File: src/rtl/node_xmit_encoder_if.sv
// rtl/node_xmit_encoder_if.sv - select handshake and per-bus TX signal bundle
interface node_xmit_encoder_if #(
    parameter int N_BUS  = 32,
    parameter int ADDR_W = 5
);
    logic              sel_valid;
    logic [ADDR_W-1:0] sel_addr;
    logic              sel_ready;
    logic              abort;
    logic              tx_bit;
    logic              tx_busy;
    logic [N_BUS-1:0]  can_tx;
    logic              bus_active;
    logic [ADDR_W-1:0] bus_addr;
    logic              timeout_err;
    logic              addr_err;

    modport master (
        output sel_valid, sel_addr, abort, tx_bit, tx_busy,
        input  sel_ready, can_tx, bus_active, bus_addr, timeout_err, addr_err
    );

    modport slave (
        input  sel_valid, sel_addr, abort, tx_bit, tx_busy,
        output sel_ready, can_tx, bus_active, bus_addr, timeout_err, addr_err
    );
endinterface

File: src/rtl/node_xmit_encoder.sv
// rtl/node_xmit_encoder.sv - steers the shared CAN TX bit onto one of N_BUS lines
module node_xmit_encoder #(
    parameter int N_BUS          = 32,
    parameter int ADDR_W         = 5,
    parameter int TIMEOUT_CYCLES = 4096,
    parameter int GUARD_CYCLES   = 8
) (
    input  logic             clk,
    input  logic             rst,
    node_xmit_encoder_if.slave bus
);
    // One counter serves both the watchdog and the guard interval.
    localparam int CNT_MAX = (TIMEOUT_CYCLES > GUARD_CYCLES) ? TIMEOUT_CYCLES : GUARD_CYCLES;
    localparam int CNT_W   = $clog2(CNT_MAX + 1);
    localparam logic [ADDR_W:0] N_BUS_L = (ADDR_W+1)'(N_BUS);

    typedef enum logic [1:0] {IDLE, ARMED, ACTIVE, GUARD} state_t;

    state_t             state_q, state_d;
    logic [CNT_W-1:0]   cnt_q, cnt_d;
    logic [ADDR_W-1:0]  bus_addr_q, bus_addr_d;
    logic [N_BUS-1:0]   can_tx_q, can_tx_d;
    logic               bus_active_q, bus_active_d;
    logic               timeout_err_q, timeout_err_d;
    logic               addr_err_q, addr_err_d;

    logic               held;
    logic               expire;
    logic               drv;
    logic               addr_ok;

    // Next state, counter, latched address and error pulses.
    always_comb begin
        state_d       = state_q;
        cnt_d         = cnt_q;
        bus_addr_d    = bus_addr_q;
        timeout_err_d = 1'b0;
        addr_err_d    = 1'b0;
        held          = (state_q == ARMED) || (state_q == ACTIVE);
        expire        = (cnt_q == CNT_W'(TIMEOUT_CYCLES - 1));
        addr_ok       = ({1'b0, bus.sel_addr} < N_BUS_L);
        drv           = bus.tx_busy & held & ~bus.abort & ~expire;

        case (state_q)
            IDLE: begin
                if (bus.sel_valid) begin
                    if (addr_ok) begin
                        bus_addr_d = bus.sel_addr;
                        cnt_d      = '0;
                        state_d    = ARMED;
                    end else begin
                        addr_err_d = 1'b1;
                    end
                end
            end
            ARMED, ACTIVE: begin
                // abort beats a normal frame end, which beats the watchdog
                if (bus.abort || (state_q == ACTIVE && !bus.tx_busy) || expire) begin
                    timeout_err_d = ~bus.abort & ~(state_q == ACTIVE && !bus.tx_busy);
                    state_d       = GUARD;
                    cnt_d         = '0;
                    bus_addr_d    = '0;
                end else begin
                    cnt_d = cnt_q + 1'b1;
                    if (state_q == ARMED && bus.tx_busy) begin
                        state_d = ACTIVE;
                    end
                end
            end
            GUARD: begin
                if (cnt_q == CNT_W'(GUARD_CYCLES - 1)) begin
                    state_d = IDLE;
                    cnt_d   = '0;
                end else begin
                    cnt_d = cnt_q + 1'b1;
                end
            end
            default: state_d = IDLE;
        endcase

        bus_active_d = (state_d == ARMED) || (state_d == ACTIVE);
    end

    // Only the selected line follows tx_bit; every other line stays recessive.
    always_comb begin
        can_tx_d = '1;
        for (int i = 0; i < N_BUS; i++) begin
            if (drv && bus_addr_q == ADDR_W'(i)) begin
                can_tx_d[i] = bus.tx_bit;
            end
        end
    end

    // State and output registers; reset forces every line recessive.
    always_ff @(posedge clk) begin
        if (rst) begin
            state_q       <= IDLE;
            cnt_q         <= '0;
            bus_addr_q    <= '0;
            can_tx_q      <= '1;
            bus_active_q  <= 1'b0;
            timeout_err_q <= 1'b0;
            addr_err_q    <= 1'b0;
        end else begin
            state_q       <= state_d;
            cnt_q         <= cnt_d;
            bus_addr_q    <= bus_addr_d;
            can_tx_q      <= can_tx_d;
            bus_active_q  <= bus_active_d;
            timeout_err_q <= timeout_err_d;
            addr_err_q    <= addr_err_d;
        end
    end

    assign bus.sel_ready   = (state_q == IDLE) & ~rst;
    assign bus.can_tx      = can_tx_q;
    assign bus.bus_active  = bus_active_q;
    assign bus.bus_addr    = bus_addr_q;
    assign bus.timeout_err = timeout_err_q;
    assign bus.addr_err    = addr_err_q;
endmodule

File: src/flat_wrapper.sv
// flat-port wrapper written by rule: the top's interface ports become plain ports
module node_xmit_encoder_flat 
#(
    parameter int N_BUS          = 32,
    parameter int ADDR_W         = 5,
    parameter int TIMEOUT_CYCLES = 4096,
    parameter int GUARD_CYCLES   = 8
)
  (clk, rst, bus_sel_valid, bus_sel_addr, bus_abort, bus_tx_bit, bus_tx_busy, bus_sel_ready, bus_can_tx, bus_bus_active, bus_bus_addr, bus_timeout_err, bus_addr_err);
  node_xmit_encoder_if #(.N_BUS(N_BUS), .ADDR_W(ADDR_W)) bus_i ();
  input  logic clk;
  input  logic rst;
  input wire logic [$bits(bus_i.sel_valid)-1:0] bus_sel_valid;
  input wire logic [$bits(bus_i.sel_addr)-1:0] bus_sel_addr;
  input wire logic [$bits(bus_i.abort)-1:0] bus_abort;
  input wire logic [$bits(bus_i.tx_bit)-1:0] bus_tx_bit;
  input wire logic [$bits(bus_i.tx_busy)-1:0] bus_tx_busy;
  output wire logic [$bits(bus_i.sel_ready)-1:0] bus_sel_ready;
  output wire logic [$bits(bus_i.can_tx)-1:0] bus_can_tx;
  output wire logic [$bits(bus_i.bus_active)-1:0] bus_bus_active;
  output wire logic [$bits(bus_i.bus_addr)-1:0] bus_bus_addr;
  output wire logic [$bits(bus_i.timeout_err)-1:0] bus_timeout_err;
  output wire logic [$bits(bus_i.addr_err)-1:0] bus_addr_err;
  assign bus_i.sel_valid = bus_sel_valid;
  assign bus_i.sel_addr = bus_sel_addr;
  assign bus_i.abort = bus_abort;
  assign bus_i.tx_bit = bus_tx_bit;
  assign bus_i.tx_busy = bus_tx_busy;
  assign bus_sel_ready = bus_i.sel_ready;
  assign bus_can_tx = bus_i.can_tx;
  assign bus_bus_active = bus_i.bus_active;
  assign bus_bus_addr = bus_i.bus_addr;
  assign bus_timeout_err = bus_i.timeout_err;
  assign bus_addr_err = bus_i.addr_err;
  node_xmit_encoder #(.N_BUS(N_BUS), .ADDR_W(ADDR_W), .TIMEOUT_CYCLES(TIMEOUT_CYCLES), .GUARD_CYCLES(GUARD_CYCLES)) u_core (.clk(clk), .rst(rst), .bus(bus_i));
endmodule
File: config.mk
export PLATFORM = sky130hd
export DESIGN_NAME = node_xmit_encoder_flat
export DESIGN_NICKNAME = d
export VERILOG_FILES = /design/src/rtl/node_xmit_encoder_if.sv /design/src/rtl/node_xmit_encoder.sv /design/src/flat_wrapper.sv
export SDC_FILE = /design/constraint.sdc
export NUM_CORES = 1
export LEC_CHECK = 0
export ABC_AREA = 1
export BUFFER_PORTS_ARGS = -buffer_cell sky130_fd_sc_hd__buf_4
export CAP_MARGIN = 20
export CORE_ASPECT_RATIO = 0.5
export CORE_UTILIZATION = 40
export DETAILED_ROUTE_END_ITERATION = 8
export GPL_TIMING_DRIVEN = 0
export SLEW_MARGIN = 20
export SYNTH_ARGS = -nofsm -noshare
export SYNTH_HDL_FRONTEND = slang
export SYNTH_SLANG_ARGS = --single-unit
File: constraint.sdc
create_clock -name clk -period 2.7 [get_ports clk]
set_clock_uncertainty 0.15 [all_clocks]
set_input_delay 0.54 -clock clk [delete_from_list [all_inputs] [get_ports clk]]
set_output_delay 0.54 -clock clk [all_outputs]
set_load 0.05 [all_outputs]
==> metrics.txt <==
status complete, no violations; worst hold-check path type in2reg; largest cells by area after synthesis dfxtp_1 (49%), nand2_1 (16%), nor2_1 (6.0%); pre-CTS setup slack 0.182 ns; CP top delay family buffers and inverters; Port Buffer Count 50; critical path class in2out; cts hold-fix bufs 0; largest net degree at the start of global routing 18; area taken by multi-input logic gates 976 um2; DR WL/cell 11.6 um; reg2reg path depth 8; Synth Cell Area 0.00221 mm2; area leader, netlist dfxtp_1; Clock Tree Buf Depth 2; Leak 1.14 nW; fraction of layout instances using a drive strength above 1 0.245; Layout area overhead 25.5%; io pins 52; unrepaired setup endpoints after global routing no; stages on the worst setup path 5; die area 0.00584 mm2; endpoints failing hold 0; Setup crit start rst; final setup vio count 0; Post-Synthesis Cells 285; RR Startpoint u_core.state_q[1]$_SDFF_PP0_; Final Critical Period 2.53 ns; CTS tree built; PD cells 613 mW/mm2; CP Buf/Inv Count 4; post-route ant nets 0; RePlAce Congestion 0.855; drt pass-1 iters 4; Post-synth EDFFs 0; worst reg2reg endpoint u_core.bus.can_tx[26]$_SDFF_PP1_; Post-DP Area 0.00267 mm2; first-pass GRT wire length 7920 um; Filler cells 517; core area 0.00511 mm2; detailed placement HPWL 3630 um; Nets 358; grt ovf 0; htree depth 2; Final Util 0.542; vias 1922; Top FF cell, synth dfxtp_1; WP data required 2.01 ns; vias per std cell 4.65; Total Routing Usage GR 0.178; Syn Area/Cell 7.74 um2; period utilization 0.936; number of CTS-inserted buffers 5; CP startpoint kind input pin; count of cell types in the netlist 31; die height 54.5 um; Yosys reg bits 54; register area 0.00108 mm2; Mapped Nets 301; antenna fix cells 0; setup bufs post-CTS 0; Seq/Total Area, Yosys 0.490; setup slack, reg-to-reg 0.45 ns; setup_tns 0 ns; Post-Route WL 4790 um; Reg clk slew, reported paths 0.10 ns; post-cts resize count 0; CP peak stage delay 0.47 ns; Final Worst Setup Slack 0.173 ns; Slew @ Worst Pin 0.519 ns; Synth top area share 0.490; Slew Limit Fails 0; DR DRC count 0; worst path arrival time 1.84 ns; initial antenna violation count 0; cell row count 18; ys async rst share 0; Root Driver clkbuf_8; drt initial violations 43; max_cap viols 0; Cells after DPL 405; Die W 107 um; CP max FO 10; clock latency at the later pin of the worst-skew pair 0.32 ns; critical path's slowest cell buf_1; peak supply drop 272 uV; FMAX 396 MHz; Pwr Total 1.70 mW; Worst slew margin 0.654; critical path capture point type output port; most frequent CP cell buf_4; CP cell instances buf_4, clkbuf_1, buf_1, nor2_1, buf_4; synthesis warning total 0; crit path to bus_sel_ready; initial core utilization 0.432; Clock Sinks 54; fin cells 413; post-route cell area 0.00277 mm2; hold slack final 0.330 ns; vias in the first global route 1719
## cell families after synthesis
kind of cell | after synthesis | share of synthesized area
compound gates | 33 | 0.0867
xor+xnor | 1 | 0.00397
fa+ha+maj | 5 | 0.0283
buf+inv | 34 | 0.0680
flops | 54 | 0.490
other cells | 1 | 0.00170
simple gates | 157 | 0.321
## synth_stat cells, types with 2 or more instances
library cell,count
nand2_1,92
inv_1,20
a211oi_1,4
buf_4,2
nand3_1,11
nand4_1,4
nor2_1,35
buf_6,2
dfxtp_1,54
nand2_2,5
ha_1,5
inv_2,7
clkbuf_1,2
a21oi_1,21
o21ai_2,2
nor3_1,2
o21ai_0,3
## cell type report
type / count / share of cell area
flip-flops and latches: 54 / 0.390
inverters: 27 / 0.0366
multi-input cells: 197 / 0.352
clock buffers: 6 / 0.0298
well taps: 70 / 0.0316
clock inverters: 2 / 0.00587
plain buffers: 7 / 0.0176
repair buffers: 50 / 0.136
## registers in the layout, indices dropped and copies added (netlist names)
register	flops
u_core.bus.can_tx	32
u_core.cnt_q	13
u_core.bus.bus_active	1
u_core.bus.timeout_err	1
u_core.bus.bus_addr	5
u_core.state_q	2
## power breakdown
group	internal (mW)	switching, mW
logic	0.104	0.260
clock network	0.212	0.275
registers	0.823	0.0245
total	1.14	0.560
## cells in the final DEF, fill, tap and decap left out, drive strengths merged
master and n:
nor4 1, clkbuf 8, o31ai 1, conb 1, inv 28, o21bai 1
clkinvlp 1, nand3b 1, xor2 1, nor4b 1, ha 5, nand4 4
dfxtp 54, nand2 98, nand3 12, buf 55, nor2 36, nor3 4
o21ai 5, a21oi 22, a211oi 4
## how the worst min path moves through the flow
stage                                                 end                    startpoint  slack (ns)  cells after the start
after floorplan              u_core.cnt_q[0]$_SDFFE_PP0P_  u_core.cnt_q[0]$_SDFFE_PP0P_        0.31                      2
after global placement       u_core.cnt_q[1]$_SDFFE_PP0P_  u_core.cnt_q[1]$_SDFFE_PP0P_        0.32                      2
after detailed placement     u_core.cnt_q[1]$_SDFFE_PP0P_  u_core.cnt_q[1]$_SDFFE_PP0P_        0.33                      2
after CTS                 u_core.bus.can_tx[4]$_SDFF_PP1_                    bus_tx_bit        0.33                      3
after global routing      u_core.bus.can_tx[4]$_SDFF_PP1_                    bus_tx_bit        0.33                      3
final                     u_core.bus.can_tx[4]$_SDFF_PP1_                    bus_tx_bit        0.33                      3
## tightest hold or removal path, cell delays in order
cell and delay, ns:
buf_4 0.11, nor4_4 0.07, nand2_1 0.05
## layer usage
| layer | vias to the layer above | global-route usage | part of all wire |
|---|---|---|---|
| met2 | 40 | 0.302 | 0.46 |
| met3 | 7 | 0.0440 | 0.042 |
| li1 | 1010 | - | - |
| met4 | 0 | 0.0616 | 0.011 |
| met1 | 865 | 0.227 | 0.49 |
| met5 | - | 0 | 0 |
Power figures use the tool's default switching activity.
